$ cat src/rtl/vector_gen.sv
// rtl/vector_gen.sv - stepping binary/Gray stimulus-vector generator with wrap and done flags
module vector_gen #(
    parameter int unsigned WIDTH = 9,
    parameter int unsigned STEP  = 1
) (
    input  logic             clk,
    input  logic             rst,
    input  logic             en,
    input  logic             load,
    input  logic [WIDTH-1:0] load_val,
    input  logic [1:0]       mode,
    input  logic             one_shot,
    output logic [WIDTH-1:0] vec,
    output logic             wrapped,
    output logic             done
);

    localparam logic [1:0] MODE_DOWN = 2'b01;
    localparam logic [1:0] MODE_GRAY = 2'b10;
    localparam logic [1:0] MODE_HOLD = 2'b11;

    localparam logic [WIDTH:0] STEP_W = (WIDTH + 1)'(STEP);

    generate
        if (WIDTH < 1 || WIDTH > 32) begin : g_bad_width
            $error("vector_gen: WIDTH must be in 1..32");
        end
        if (STEP < 1 || 64'(STEP) > ((64'd1 << WIDTH) - 64'd1)) begin : g_bad_step
            $error("vector_gen: STEP must be in 1..2^WIDTH-1");
        end
    endgenerate

    logic [WIDTH-1:0] cnt;
    logic [WIDTH-1:0] cnt_next;
    logic             wrapped_next;
    logic             done_next;
    logic [WIDTH:0]   sum;
    logic [WIDTH:0]   diff;
    logic             stepping;

    // The extra top bit of sum/diff is the carry/borrow that marks a boundary crossing.
    always_comb begin
        sum          = {1'b0, cnt} + STEP_W;
        diff         = {1'b0, cnt} - STEP_W;
        stepping     = en && (mode != MODE_HOLD) && !(done && one_shot);
        cnt_next     = cnt;
        wrapped_next = 1'b0;
        done_next    = done;
        if (stepping) begin
            if (mode == MODE_DOWN) begin
                if (diff[WIDTH]) begin
                    wrapped_next = 1'b1;
                    done_next    = 1'b1;
                    if (!one_shot) begin
                        cnt_next = diff[WIDTH-1:0];
                    end
                end else begin
                    cnt_next = diff[WIDTH-1:0];
                end
            end else begin
                if (sum[WIDTH]) begin
                    wrapped_next = 1'b1;
                    done_next    = 1'b1;
                    if (!one_shot) begin
                        cnt_next = sum[WIDTH-1:0];
                    end
                end else begin
                    cnt_next = sum[WIDTH-1:0];
                end
            end
        end
    end

    always_ff @(posedge clk) begin
        if (rst) begin
            cnt     <= '0;
            wrapped <= 1'b0;
            done    <= 1'b0;
        end else if (load) begin
            cnt     <= load_val;
            wrapped <= 1'b0;
            done    <= 1'b0;
        end else begin
            cnt     <= cnt_next;
            wrapped <= wrapped_next;
            done    <= done_next;
        end
    end

    always_comb begin
        vec = cnt;
        if (mode == MODE_GRAY) begin
            vec = cnt ^ (cnt >> 1);
        end
    end

endmodule

$ cat config.mk
export PLATFORM = sky130hd
export DESIGN_NAME = vector_gen
export DESIGN_NICKNAME = d
export VERILOG_FILES = /design/src/rtl/vector_gen.sv
export SDC_FILE = /design/constraint.sdc
export NUM_CORES = 1
export LEC_CHECK = 0
export CAP_MARGIN = 30
export CORE_MARGIN = 2
export CORE_UTILIZATION = 25
export CTS_BUF_LIST = sky130_fd_sc_hd__clkbuf_4 sky130_fd_sc_hd__clkbuf_8
export DETAILED_ROUTE_END_ITERATION = 8
export PLACE_DENSITY_LB_ADDON = 0.1
export SYNTH_ARGS = -nofsm -noshare
export SYNTH_HDL_FRONTEND = slang
export SYNTH_SLANG_ARGS = --single-unit
$ cat constraint.sdc
create_clock -name clk -period 2.55 [get_ports clk]
set_input_delay 0.6375 -clock clk [delete_from_list [all_inputs] [get_ports clk]]
set_output_delay 0.6375 -clock clk [all_outputs]
set_load 0.005 [all_outputs]
==> results of run 1 <==
## sequential cells by signal, indices dropped and copies added, names as in the netlist
register and flops:
done 1, wrapped 1, cnt 9
## logic make-up after synthesis
logic type | after synthesis | synth area share
simple gates | 50 | 0.246
compound gates | 34 | 0.236
fa+ha+maj | 19 | 0.222
buf+inv | 17 | 0.0643
flops | 11 | 0.206
xor+xnor | 2 | 0.0164
mux | 1 | 0.00936
## layer usage
layer / vias up / share of wire
li1: 590 / -
met1: 534 / 0.47
met2: 15 / 0.50
met3: 2 / 0.026
met4: 0 / 0.0054
met5: - / 0
## per-stage QoR
step | area (um^2) | worst slack (ps)
global placement | 1520 | -173
detailed placement | 1520 | -240
CTS | 1560 | -181
floorplan | 1070 | 391
finish | 1580 | 39.5
global route | 1580 | -36.9
## synth_stat cells, types with 2 or more instances
cell       n  area share
nor4_1     3       0.018
a32oi_1    5       0.041
nor2_1     7       0.025
xnor2_1    2       0.016
or4_1      3       0.021
a32o_1     2       0.019
and3_1     2       0.012
nor2b_1    3       0.018
a21oi_1    3       0.014
ha_1      19        0.22
dfxtp_1   11        0.21
nand2_1   12       0.042
nand4_1    2       0.012
nand3_1   10       0.047
inv_1     12       0.042
nor3_1     2      0.0094
o21ai_0   10       0.047
a211oi_1   3       0.021
clkbuf_1   3       0.011
## where the power goes
group / internal, mW / switching, mW / leakage [nW] / total [mW]
clock network: 0.107 / 0.0685 / 0.0255 / 0.176
registers: 0.185 / 0.0160 / 0.0909 / 0.201
logic: 0.117 / 0.107 / 0.592 / 0.224
total: 0.409 / 0.192 / 0.708 / 0.601
## worst max-delay path: stages
cell             delay [ps]
clkdlybuf4s50_1         520
and4b_1                 230
a32o_1                  270
a211o_4                 360
or3_1                   380
a311oi_2                260
## timing repair
item,CTS,global route
pin swaps,0,1
gates resized for setup,9,7
endpoints found under the setup margin,8,14
## final timing paths
path | start | end | slack, ps
setup / recovery | mode[1] | cnt[2] | 40
hold / removal | done | done | 520
setup reg to reg | cnt[5] | cnt[2] | 210
hold reg to reg | done | done | 520
## cell type report
type	count	area, um^2	area share
well taps	50	62.6	0.0395
clock buffers	3	41.3	0.0261
flip-flops and latches	11	220	0.139
clock inverters	1	5.00	0.00316
repair buffers	46	413	0.261
inverters	12	45.0	0.0284
multi-input cells	106	797	0.503
==> run_results.csv, run 1 <==
group,metric,value,unit
floorplanning,start_util,0.264,
clock_network,cts.sinks,11,
layout,fillers,431,
clock_network,cts_buffer_depth,2,
clock_network,path_clk_slew,60,ps
synthesis,synth_warnings,0,
grt,antenna_found_initial,0,
layout,areaGrowthSynthToFinish,48.1,%
placement,portBuffers,26,
run_status,status,"finished clean",
drt,dr.first_iter.drc_count,42,
drt,dr_total_vias,1141,
timing,max_slew_margin,0.647,
clock_network,post_cts_buffers,0,
layout,final_cell_mix,"19 x ha_1, 19 x buf_4, 17 x clkdlybuf4s50_1",
synthesis,avgSynthCellArea,7.98,um^2
worst_setup_path,cp_max_fo,7,
floorplanning,rows,23,
drt,viasPerCell,4.98,
floorplanning,die_x,69.4,um
placement,dp.cells,225,
drt,first_pass_iters,4,
grt,grt-ovfl-total,0,
drt,drt-total-wl,3160,um
job,cap_violations,0,
synthesis,ys_ff_latch,11,
synthesis,syn-num-nets,169,
grt,gr-usage-met1,0.172,
floorplanning,die_h,69.4,um
worst_setup_path,cp_data_arrival_time,2650,ps
floorplanning,die_area,4820,um^2
grt,first_global_vias,1124,
timing,layout_min_cycle_time,2510,ps
synthesis,ys_seq_area_frac,0.206,
placement,place_congestion,0.844,
drt,ant_nets,0,
layout,final_cells,229,
clock_network,hold_buffers,0,
timing,worst_pin_slew,523,ps
drt,drc,0,
timing,report.final.hold_viol_count,0,
synthesis,ys.flop_type,"dfxtp_1",
pwr,power_density,379,nW/um^2
layout,n_antenna_cell,0,
worst_hold_path,hold_path_depth,1,
floorplanning,core,4060,um^2
clock_network,cts-root-buf,"clkbuf_8",
worst_setup_path,path_class,"in2reg",
grt,gr-usage-met2,0.234,
synthesis,synthCells,134,
worst_setup_path,end_kind,"register",
timing,slew_viol_final,0,
synthesis,synth_area,1070,um^2
drt,wl_per_cell,13.8,um
clock_network,cts_tree,"built",
timing,period_share,0.984,
pwr,p_leak,0.708,nW
grt,grt.total_usage,0.134,
synthesis,ys_types,39,
worst_setup_path,reg2reg_depth,7,
worst_setup_path,cp-start-kind,"primary input",
layout,utilization,0.390,
layout,drive_above_1_share,0.162,
clock_network,clock_latency,240,ps
timing,fin_tns_setup,0,ps
timing,max_freq,398,MHz
worst_setup_path,cp.required,2690,ps
synthesis,async_reset_ff_frac,0,
timing,finalSetupViolCount,0,
pwr,power,0.601,mW
floorplanning,io_pins,27,
grt,grt_util_met3,0.0305,
layout,layout.nets,215,
grt,grt.busiest_layer,"met2",
worst_hold_path,holdCritPathClass,"reg2reg",
clock_network,cts_buffers,3,
synthesis,synth-edff-count,0,
pwr,ir_worst_vdd,0.000251,V
grt,grt_max_degree,11,
clock_network,htree_levels,1,
placement,dp_hpwl,2590,um
timing,fin_skew,7.46,ps
grt,grt_pass1_wl,5180,um
timing,whs,523,ps
Power figures use the tool's default switching activity.
==> run 2, diff against run 1 <==
Settings changed: ABC_CLOCK_PERIOD_IN_PS set to 2550, GPL_TIMING_DRIVEN set to 0.
==> run 2 against run 1 <==
Sequential cell count is the same; non-clock buffer count decreased by 15; sequential share of layout area up 1.5 points; routed wire length is 5.1% lower; first-iteration DRC count fell by 4.8%; register-to-register slack got worse by 50 ps; final area decreased by 8.6%; critical path depth up 1; final cell count down 6.6%; critical endpoint unchanged.
==> run_results.csv, run 2 (synthesis results as in run 1) <==
group,metric,value,unit
placement,dp.cells,209,
layout,final_cell_mix,"23 x clkdlybuf4s50_1, 19 x ha_1, 12 x inv_1, 12 x nand2_1, 10 x nand3_1",
drt,drt-total-wl,3000,um
worst_setup_path,end_kind,"register",
timing,period_share,0.938,
clock_network,clock_latency,240,ps
floorplanning,io_pins,27,
drt,wl_per_cell,14.0,um
floorplanning,core,4060,um^2
floorplanning,die_area,4820,um^2
grt,grt.total_usage,0.129,
layout,layout.nets,200,
drt,dr_total_vias,1093,
layout,final_cell_area,1450,um^2
worst_setup_path,path_class,"reg2reg",
layout,multi_input_area,793,um^2
layout,fillers,441,
run_status,status,"finished clean",
layout,final_cells,214,
worst_setup_path,cp_data_arrival_time,2540,ps
grt,grt_pass1_wl,5040,um
clock_network,cts_buffers,3,
timing,max_freq,418,MHz
drt,drc,0,
clock_network,path_clk_slew,50,ps
drt,viasPerCell,5.11,
layout,n_antenna_cell,0,
floorplanning,start_util,0.264,
drt,ant_nets,0,
worst_setup_path,cp_max_fo,10,
grt,first_global_vias,1045,
timing,finalSetupViolCount,0,
placement,place_congestion,0.750,
clock_network,cts-root-buf,"clkbuf_8",
placement,portBuffers,25,
worst_setup_path,cp.required,2690,ps
layout,drive_above_1_share,0.0976,
grt,grt-ovfl-total,0,
pwr,power,0.593,mW
clock_network,htree_levels,1,
timing,max_slew_margin,0.499,
pwr,p_leak,0.586,nW
drt,first_pass_iters,4,
layout,mostFrequentLayoutCell,"clkdlybuf4s50_1",
timing,slew_viol_final,0,
floorplanning,die_x,69.4,um
layout,top_register,"cnt",
timing,report.final.hold_viol_count,0,
pwr,ir_worst_vdd,0.000222,V
floorplanning,die_h,69.4,um
clock_network,cts_tree,"built",
floorplanning,rows,23,
clock_network,cts.sinks,11,
placement,dp_hpwl,2390,um
timing,worst_pin_slew,749,ps
layout,largest_register_ff_count,9,
timing,layout_min_cycle_time,2390,ps
drt,dr.first_iter.drc_count,40,
clock_network,cts_buffer_depth,2,
layout,top_regs,"cnt (9), done (1), wrapped (1)",
pwr,power_density,410,nW/um^2
placement,placed_area,1380,um^2
timing,fin_skew,2.20,ps
job,cap_violations,0,
worst_setup_path,cp-start-kind,"register",
grt,antenna_found_initial,0,
grt,grt_max_degree,11,
worst_hold_path,holdCritPathClass,"reg2reg",
layout,areaGrowthSynthToFinish,35.3,%
layout,ff_latch_area,223,um^2
[run 2: cell types whose count changed in the layout (fill, tap and decap cells not counted), sizes merged]
cell and change:
clkdlybuf4s15 -2, dlygate4sd2 -5, clkinv -1, clkdlybuf4s50 +6, buf -17, clkbuf +6
dlymetal6s2s -2
[run 2: final timing paths]
| path | slack, ps | start | end | cells past startpoint |
|---|---|---|---|---|
| max | 160 | cnt[4] | cnt[2] | 7 |
| min | 530 | cnt[3] | cnt[3] | 2 |
| max reg2reg | 160 | cnt[4] | cnt[2] | 7 |
| min reg2reg | 530 | cnt[3] | cnt[3] | 2 |
[run 2: worst max-delay path: stages (launching register included)]
cell      delay (ps)
dfxtp_1          420
inv_1            110
ha_1             230
and4b_1          210
a32o_1           310
a211o_4          400
or3_1            350
a311oi_1         260
[run 2: layout make-up]
cell class / count / share of cell area
multi-input combinational: 106 / 0.548
timing repair buffer: 26 / 0.171
sequential: 11 / 0.154
tap: 50 / 0.0432
clock buffer: 4 / 0.0337
inverter: 12 / 0.0311
buffer: 5 / 0.0190
[run 2: report_power, final]
part,switching [mW],internal (mW),total (mW)
clock,0.0675,0.121,0.188
sequential,0.0196,0.186,0.205
combinational,0.0983,0.101,0.199
[run 2: per-layer routing]
metal | vias up | share of wire | GRT usage
li1 | 565 | - | -
met3 | 0 | 0.028 | 0.0378
met2 | 14 | 0.47 | 0.210
met5 | - | 0 | 0
met1 | 514 | 0.50 | 0.173
met4 | 0 | 0 | 0.0131
[run 2: timing repair]
| item | in CTS | in global routing |
|---|---|---|
| hold endpoints to repair | 0 | 0 |
| resized for setup | 8 | 7 |
| endpoints found under the setup margin | 12 | 12 |
| setup buffers | 1 | 0 |
| hold buffers | 0 | 0 |
[run 2: stage by stage]
step | TNS (ps) | worst slack (ps) | hold WS (ps) | utilization
after global routing | -3.37 | -3.37 | 536 | 0.357
after CTS | 0 | 5.67 | 531 | 0.357
after global placement | -6670 | -698 | 516 | 0.341
after floorplan | 0 | 391 | 487 | -
after detailed placement | -6850 | -695 | 518 | 0.341
final | 0 | 158 | 530 | 0.357
